[config.mk]
export PLATFORM = sky130hd
export DESIGN_NAME = alarm_trigger_flat
export DESIGN_NICKNAME = d
export VERILOG_FILES = /design/src/rtl/alarm_trigger_if.sv /design/src/rtl/alarm_trigger.sv /design/src/flat_wrapper.sv
export SDC_FILE = /design/constraint.sdc
export NUM_CORES = 1
export LEC_CHECK = 0
export ABC_AREA = 1
export CORE_MARGIN = 10
export CORE_UTILIZATION = 44
export CTS_CLUSTER_DIAMETER = 60
export DETAILED_ROUTE_END_ITERATION = 10
export PLACE_DENSITY = 0.91
export SETUP_SLACK_MARGIN = 0.4
export SYNTH_ARGS = -nofsm -noshare
export SYNTH_HDL_FRONTEND = slang
export SYNTH_SLANG_ARGS = --single-unit
[constraint.sdc]
create_clock -name MCLK -period 2.2 [get_ports MCLK]
set_clock_uncertainty 0.2 [all_clocks]
set_input_delay 0.66 -clock MCLK [delete_from_list [all_inputs] [get_ports MCLK]]
set_output_delay 0.66 -clock MCLK [all_outputs]
set_load 0.02 [all_outputs]
[src/rtl/alarm_trigger_if.sv]
// Alarm trigger bus: armed/setting/buttons, BCD time pairs in,
// ring/snooze status out.
interface alarm_trigger_if;
    logic       enable;
    logic       setting;
    logic       tick_1hz;
    logic       dismiss;
    logic       snooze;
    logic [3:0] cur_min10;
    logic [3:0] cur_min01;
    logic [3:0] cur_sec10;
    logic [3:0] cur_sec01;
    logic [3:0] alarm_min10;
    logic [3:0] alarm_min01;
    logic [3:0] alarm_sec10;
    logic [3:0] alarm_sec01;
    logic       ringing;
    logic       buzzer;
    logic       snoozing;
    logic [1:0] snooze_count;
    logic [7:0] remain_sec;

    modport master (
        output enable, setting, tick_1hz, dismiss, snooze,
        output cur_min10, cur_min01, cur_sec10, cur_sec01,
        output alarm_min10, alarm_min01, alarm_sec10, alarm_sec01,
        input  ringing, buzzer, snoozing, snooze_count, remain_sec
    );

    modport slave (
        input  enable, setting, tick_1hz, dismiss, snooze,
        input  cur_min10, cur_min01, cur_sec10, cur_sec01,
        input  alarm_min10, alarm_min01, alarm_sec10, alarm_sec01,
        output ringing, buzzer, snoozing, snooze_count, remain_sec
    );
endinterface

[src/rtl/alarm_trigger.sv]
// Alarm trigger FSM: ring on rising time match, timeout, dismiss.
// Snooze support is built only when ALARM_SNOOZE_EN is defined.
module alarm_trigger #(
    parameter int RING_SEC   = 30,
    parameter int SNOOZE_SEC = 60,
    parameter int MAX_SNOOZE = 3,
    parameter int BEEP_HALF  = 4
) (
    input  logic          MCLK,
    input  logic          RESET,
    alarm_trigger_if.slave bus
);

    localparam int BW = (BEEP_HALF > 1) ? $clog2(BEEP_HALF) : 1;
    localparam logic [BW-1:0] BEEP_LAST = BW'(BEEP_HALF - 1);

    typedef enum logic [1:0] {
        IDLE,
        ARMED,
        RINGING,
        SNOOZE
    } state_t;

    state_t        state;
    logic          match;
    logic          match_prev;
    logic          trig;
    logic [BW-1:0] beep_cnt;
    logic          ring_q;
    logic          buzz_q;
    logic          snz_q;
    logic [1:0]    cnt_q;
    logic [7:0]    remain_q;

    assign match = ({bus.cur_min10, bus.cur_min01,
                     bus.cur_sec10, bus.cur_sec01} ==
                    {bus.alarm_min10, bus.alarm_min01,
                     bus.alarm_sec10, bus.alarm_sec01});
    assign trig  = match & ~match_prev;

    always_ff @(posedge MCLK or negedge RESET) begin
        if (!RESET) begin
            state      <= IDLE;
            match_prev <= 1'b0;
            beep_cnt   <= '0;
            ring_q     <= 1'b0;
            buzz_q     <= 1'b0;
            snz_q      <= 1'b0;
            cnt_q      <= 2'd0;
            remain_q   <= 8'd0;
        end else begin
            match_prev <= match;
            if (!bus.enable) begin
                state    <= IDLE;
                beep_cnt <= '0;
                ring_q   <= 1'b0;
                buzz_q   <= 1'b0;
                snz_q    <= 1'b0;
                cnt_q    <= 2'd0;
                remain_q <= 8'd0;
            end else begin
                unique case (state)
                    IDLE: state <= ARMED;
                    ARMED: begin
                        if (trig && !bus.setting) begin
                            state    <= RINGING;
                            ring_q   <= 1'b1;
                            buzz_q   <= 1'b1;
                            beep_cnt <= '0;
                            remain_q <= RING_SEC[7:0];
                        end
                    end
                    RINGING: begin
                        if (beep_cnt == BEEP_LAST) begin
                            beep_cnt <= '0;
                            buzz_q   <= ~buzz_q;
                        end else begin
                            beep_cnt <= beep_cnt + 1'b1;
                        end
                        // Buttons outrank ticks; setting outranks buttons.
                        if (bus.setting || bus.dismiss) begin
                            state    <= ARMED;
                            beep_cnt <= '0;
                            ring_q   <= 1'b0;
                            buzz_q   <= 1'b0;
                            cnt_q    <= 2'd0;
                            remain_q <= 8'd0;
`ifdef ALARM_SNOOZE_EN
                        end else if (bus.snooze) begin
                            beep_cnt <= '0;
                            ring_q   <= 1'b0;
                            buzz_q   <= 1'b0;
                            if (cnt_q < MAX_SNOOZE[1:0]) begin
                                state    <= SNOOZE;
                                snz_q    <= 1'b1;
                                cnt_q    <= cnt_q + 2'd1;
                                remain_q <= SNOOZE_SEC[7:0];
                            end else begin
                                state    <= ARMED;
                                cnt_q    <= 2'd0;
                                remain_q <= 8'd0;
                            end
`endif
                        end else if (bus.tick_1hz) begin
                            if (remain_q == 8'd1) begin
                                state    <= ARMED;
                                beep_cnt <= '0;
                                ring_q   <= 1'b0;
                                buzz_q   <= 1'b0;
                                cnt_q    <= 2'd0;
                                remain_q <= 8'd0;
                            end else begin
                                remain_q <= remain_q - 8'd1;
                            end
                        end
                    end
                    SNOOZE: begin
                        if (bus.setting || bus.dismiss) begin
                            state    <= ARMED;
                            snz_q    <= 1'b0;
                            cnt_q    <= 2'd0;
                            remain_q <= 8'd0;
                        end else if (bus.tick_1hz) begin
                            if (remain_q == 8'd1) begin
                                state    <= RINGING;
                                snz_q    <= 1'b0;
                                ring_q   <= 1'b1;
                                buzz_q   <= 1'b1;
                                beep_cnt <= '0;
                                remain_q <= RING_SEC[7:0];
                            end else begin
                                remain_q <= remain_q - 8'd1;
                            end
                        end
                    end
                endcase
            end
        end
    end

`ifndef ALARM_SNOOZE_EN
    logic unused_snz;
    assign unused_snz = ^{bus.snooze, SNOOZE_SEC[7:0], MAX_SNOOZE[1:0]};
`endif

    assign bus.ringing      = ring_q;
    assign bus.buzzer       = buzz_q;
    assign bus.snoozing     = snz_q;
    assign bus.snooze_count = cnt_q;
    assign bus.remain_sec   = remain_q;

endmodule
[src/flat_wrapper.sv]
// flat-port wrapper written by rule: the top's interface ports become plain ports
module alarm_trigger_flat 
#(
    parameter int RING_SEC   = 30,
    parameter int SNOOZE_SEC = 60,
    parameter int MAX_SNOOZE = 3,
    parameter int BEEP_HALF  = 4
)
  (MCLK, RESET, bus_enable, bus_setting, bus_tick_1hz, bus_dismiss, bus_snooze, bus_cur_min10, bus_cur_min01, bus_cur_sec10, bus_cur_sec01, bus_alarm_min10, bus_alarm_min01, bus_alarm_sec10, bus_alarm_sec01, bus_ringing, bus_buzzer, bus_snoozing, bus_snooze_count, bus_remain_sec);
  alarm_trigger_if bus_i ();
  input  logic MCLK;
  input  logic RESET;
  input wire logic [$bits(bus_i.enable)-1:0] bus_enable;
  input wire logic [$bits(bus_i.setting)-1:0] bus_setting;
  input wire logic [$bits(bus_i.tick_1hz)-1:0] bus_tick_1hz;
  input wire logic [$bits(bus_i.dismiss)-1:0] bus_dismiss;
  input wire logic [$bits(bus_i.snooze)-1:0] bus_snooze;
  input wire logic [$bits(bus_i.cur_min10)-1:0] bus_cur_min10;
  input wire logic [$bits(bus_i.cur_min01)-1:0] bus_cur_min01;
  input wire logic [$bits(bus_i.cur_sec10)-1:0] bus_cur_sec10;
  input wire logic [$bits(bus_i.cur_sec01)-1:0] bus_cur_sec01;
  input wire logic [$bits(bus_i.alarm_min10)-1:0] bus_alarm_min10;
  input wire logic [$bits(bus_i.alarm_min01)-1:0] bus_alarm_min01;
  input wire logic [$bits(bus_i.alarm_sec10)-1:0] bus_alarm_sec10;
  input wire logic [$bits(bus_i.alarm_sec01)-1:0] bus_alarm_sec01;
  output wire logic [$bits(bus_i.ringing)-1:0] bus_ringing;
  output wire logic [$bits(bus_i.buzzer)-1:0] bus_buzzer;
  output wire logic [$bits(bus_i.snoozing)-1:0] bus_snoozing;
  output wire logic [$bits(bus_i.snooze_count)-1:0] bus_snooze_count;
  output wire logic [$bits(bus_i.remain_sec)-1:0] bus_remain_sec;
  assign bus_i.enable = bus_enable;
  assign bus_i.setting = bus_setting;
  assign bus_i.tick_1hz = bus_tick_1hz;
  assign bus_i.dismiss = bus_dismiss;
  assign bus_i.snooze = bus_snooze;
  assign bus_i.cur_min10 = bus_cur_min10;
  assign bus_i.cur_min01 = bus_cur_min01;
  assign bus_i.cur_sec10 = bus_cur_sec10;
  assign bus_i.cur_sec01 = bus_cur_sec01;
  assign bus_i.alarm_min10 = bus_alarm_min10;
  assign bus_i.alarm_min01 = bus_alarm_min01;
  assign bus_i.alarm_sec10 = bus_alarm_sec10;
  assign bus_i.alarm_sec01 = bus_alarm_sec01;
  assign bus_ringing = bus_i.ringing;
  assign bus_buzzer = bus_i.buzzer;
  assign bus_snoozing = bus_i.snoozing;
  assign bus_snooze_count = bus_i.snooze_count;
  assign bus_remain_sec = bus_i.remain_sec;
  alarm_trigger #(.RING_SEC(RING_SEC), .SNOOZE_SEC(SNOOZE_SEC), .MAX_SNOOZE(MAX_SNOOZE), .BEEP_HALF(BEEP_HALF)) u_core (.MCLK(MCLK), .RESET(RESET), .bus(bus_i));
endmodule
==> impl_metrics.csv <==
group,metric,value,unit
run_status,outcome,"finished clean",
clock_tree,h-tree-depth,1,
synthesis,synthTopCellsByArea,"dfrtp_1 (27%), nand2_1 (22%), nor2_1 (11%), inv_1 (9.5%), xor2_1 (3.8%)",
clock_tree,clock_path_buffers,2,
hold_path,min_path_type,"register to register",
routing,first_pass_iters,5,
routing,via_count,1687,
placement,gp_congestion,0.9340,
synthesis,synth_seq_cells,15,
power,power_density,813.2,mW/mm^2
finish,multiInputGateArea,0.001037,sq mm
power,peakVddDrop,0.0003573,V
synthesis,async_reset_ff_frac,1.000,
setup_path,cp_max_fo,2,
global_routing,antenna_found_initial,0,
placement,io_buffers,47,
timing,finalSetupViolations,0,
synthesis,seq_area_frac_synth,0.2715,
synthesis,muxShareOfSynthArea,0,
timing,drv_slew,0,
synthesis,yosys.area_share.simple,0.4697,
floorplan,core_area,0.003028,sq mm
placement,place_inst,331,
finish,insertedDiodeCount,0,
synthesis,synth_cell_types,28,
timing,period_minus_slack,1.795,ns
floorplan,io_pins,52,
setup_path,end_kind,"output port",
routing,antenna_left,0,
global_routing,grtUsageMet1,0.1401,
finish,fillCellCount,244,
clock_tree,insertion_delay,0.29,ns
global_routing,grt_use_met3,0.04717,
routing,route.detailed.drc,0,
setup_path,r2r_end,"u_core.bus.ringing",
routing,drt_iter0_drc,99,
setup_path,required,1.34,ns
synthesis,postSynthAreaPerCell,6.064,sq um
global_routing,grt_usage,0.1420,
power,power,1.744,mW
global_routing,grt_overflow,0,
clock_tree,numCtsBuffers,3,
timing,hold_violations,0,
synthesis,syn-cell-area,0.001383,sq mm
setup_path,ff2ff_path_depth,9,
global_routing,grt_pass1_wl,7.169,mm
timing,max_freq,0.5571,GHz
setup_path,r2r_start,"u_core.bus.remain_sec[1]",
timing,period_share,0.8159,
synthesis,synth_top_area_cell,"dfrtp_1",
floorplan,rows,20,
floorplan,dieArea,0.005784,sq mm
hold_path,hp-start,"u_core.bus.ringing",
clock_tree,cts_tree,"yes",
placement,place_hpwl,3.109,mm
synthesis,yosys.area_share.adder,0.02715,
setup_path,crit_start,"u_core.bus.remain_sec[5]",
clock_tree,cts_hold_buf,0,
global_routing,busiest_layer,"met2",
setup_path,cp.arrival,0.93,ns
clock_tree,path_clk_slew,0.09,ns
synthesis,synth_xor_xnor_area_share,0.05068,
setup_path,criticalPathCategory,"register to output port",
finish,instances_no_fill,351,
routing,routed_wl,4.685,mm
clock_tree,root_buffer,"clkbuf_4",
power,p_leak,1.199,nW
global_routing,grt_pass1_vias,1686,
routing,wire_per_inst,13.35,um
setup_path,rrSetupSlack,0.43,ns
floorplan,fp.dieW,76.06,um
timing,rsz0062_at_grt,"true",
synthesis,netlist.area_leader.share,0.2715,
synthesis,synth_edf_count,0,
finish,seq_area,375.4,sq um
setup_path,critical_path.endpoint,"bus_remain_sec[5]",
synthesis,synth_top_family_by_area,"simple AND/OR/NAND/NOR gates",
floorplan,initial_utilization,0.4566,
routing,vias_per_cell,4.806,
synthesis,synth-compound-area-share,0.05339,
synthesis,syn_inst,228,
finish,final_layout_size_suffix_gt1_frac,0.4332,
floorplan,die_y,76.06,um
global_routing,grt_max_degree,9,
synthesis,yosysWarnings,0,
global_routing,grt.met2_usage,0.2704,
setup_path,startpoint_type,"register",
finish,final_net_count,350,
clock_tree,clock-sinks,15,
run,maxCapViolCount,0,
finish,area_growth_syn_to_layout,55.11,%
synthesis,synth_top_flop_cell,"dfrtp_1",
-- state kept, by name, indices dropped and copies added (netlist names) --
register	count
u_core.beep_cnt	2
u_core.bus.buzzer	1
u_core.bus.remain_sec	8
u_core.bus.ringing	1
u_core.match_prev	1
u_core.state	2
-- logic make-up (layout without fill, tap and decap cells) --
logic type,count (synthesis),after routing
compound gates,13,13
xor+xnor,8,8
fa+ha+maj,3,3
buf+inv,41,117
flops,15,15
other cells,1,3
simple gates,147,148
-- through the flow --
step | hold slack [ns] | worst slack, ns | setup TNS, ns | util | cell area (sq um)
6_report | 0.2844 | 0.4051 | 0 | 0.7083 | 2145
5_1_grt | 0.3199 | 0.3546 | 0 | 0.7083 | 2145
4_1_cts | 0.2885 | 0.3948 | 0 | 0.6975 | 2112
3_5_place_dp | 0.2621 | -0.2831 | -3.304 | 0.6612 | 2002
3_3_place_gp | 0.2615 | -0.2310 | -2.748 | 0.6612 | 2002
2_1_floorplan | 0.1644 | 0.3449 | 0 | - | 1405
-- routing by layer --
metal / vias up / routed length, um / part of all wire
met5: - / 0 / 0
met4: 0 / 136 / 0.029
met2: 50 / 2517 / 0.54
li1: 845 / - / -
met1: 777 / 1713 / 0.37
met3: 15 / 319 / 0.068
-- cell usage in the layout (no fill, tap or decap), types with 2 or more instances in the layout --
cell and n:
nor4_4 2, nand4_1 4, clkbuf_4 3, buf_2 16, xor2_1 6, buf_4 28, ha_4 2, buf_6 7
nor2_2 11, o21ai_0 3, nand3_2 4, nand2_2 9, conb_1 3, nand2_1 71, a21oi_1 2, nor2_1 24
o21ai_2 2, dfrtp_1 15, a21oi_2 3, clkbuf_2 22, inv_1 30, clkdlybuf4s15_1 2, nand3_1 5, inv_2 6
nor2_4 9, nand2_4 4, o21ai_1 2
-- where the power goes --
group	leakage, nW	total, mW	switching [mW]	internal, mW
Clock	0.0150	0.167	0.0960	0.0705
Sequential	0.198	0.436	0.0854	0.351
Combinational	0.986	1.14	0.681	0.461
Total	1.20	1.74	0.862	0.882
-- synth_stat cells, types with 3 or more instances --
cell     number
a21oi_1       5
inv_1        35
nor2_1       39
nand3_1       9
buf_4         3
nand4_1       4
ha_1          3
nor2_2        4
xor2_1        6
dfrtp_1      15
nand2_1      81
o21ai_0       3
-- what timing repair did --
action                     in CTS  in global routing
setup endpoints to repair      25                 17
cloned                          1                  0
gates resized for setup       142                 78
pin swaps                      45                 44
buffers inserted               10                  5
-- critical path, cell delays in order (launching register included) --
cell,delay [ns]
dfrtp_1,0.39
buf_4,0.14
buf_6,0.12
-- area by class of cell --
type	count	area share
inverters	37	0.06593
multi-input cells	175	0.4837
well taps	44	0.02567
clock buffers	4	0.01225
repair buffers	76	0.2375
flip-flops and latches	15	0.1750
-- worst min-delay path by stage --
stage | to | slack [ns] | cells past startpoint
3_5_place_dp | u_core.bus.ringing | 0.26 | 2
3_3_place_gp | u_core.beep_cnt[1] | 0.26 | 2
5_1_grt | u_core.bus.ringing | 0.32 | 2
4_1_cts | u_core.bus.ringing | 0.29 | 2
6_report | u_core.bus.ringing | 0.28 | 2
2_1_floorplan | u_core.beep_cnt[0] | 0.16 | 0
Power figures use the tool's default switching activity.
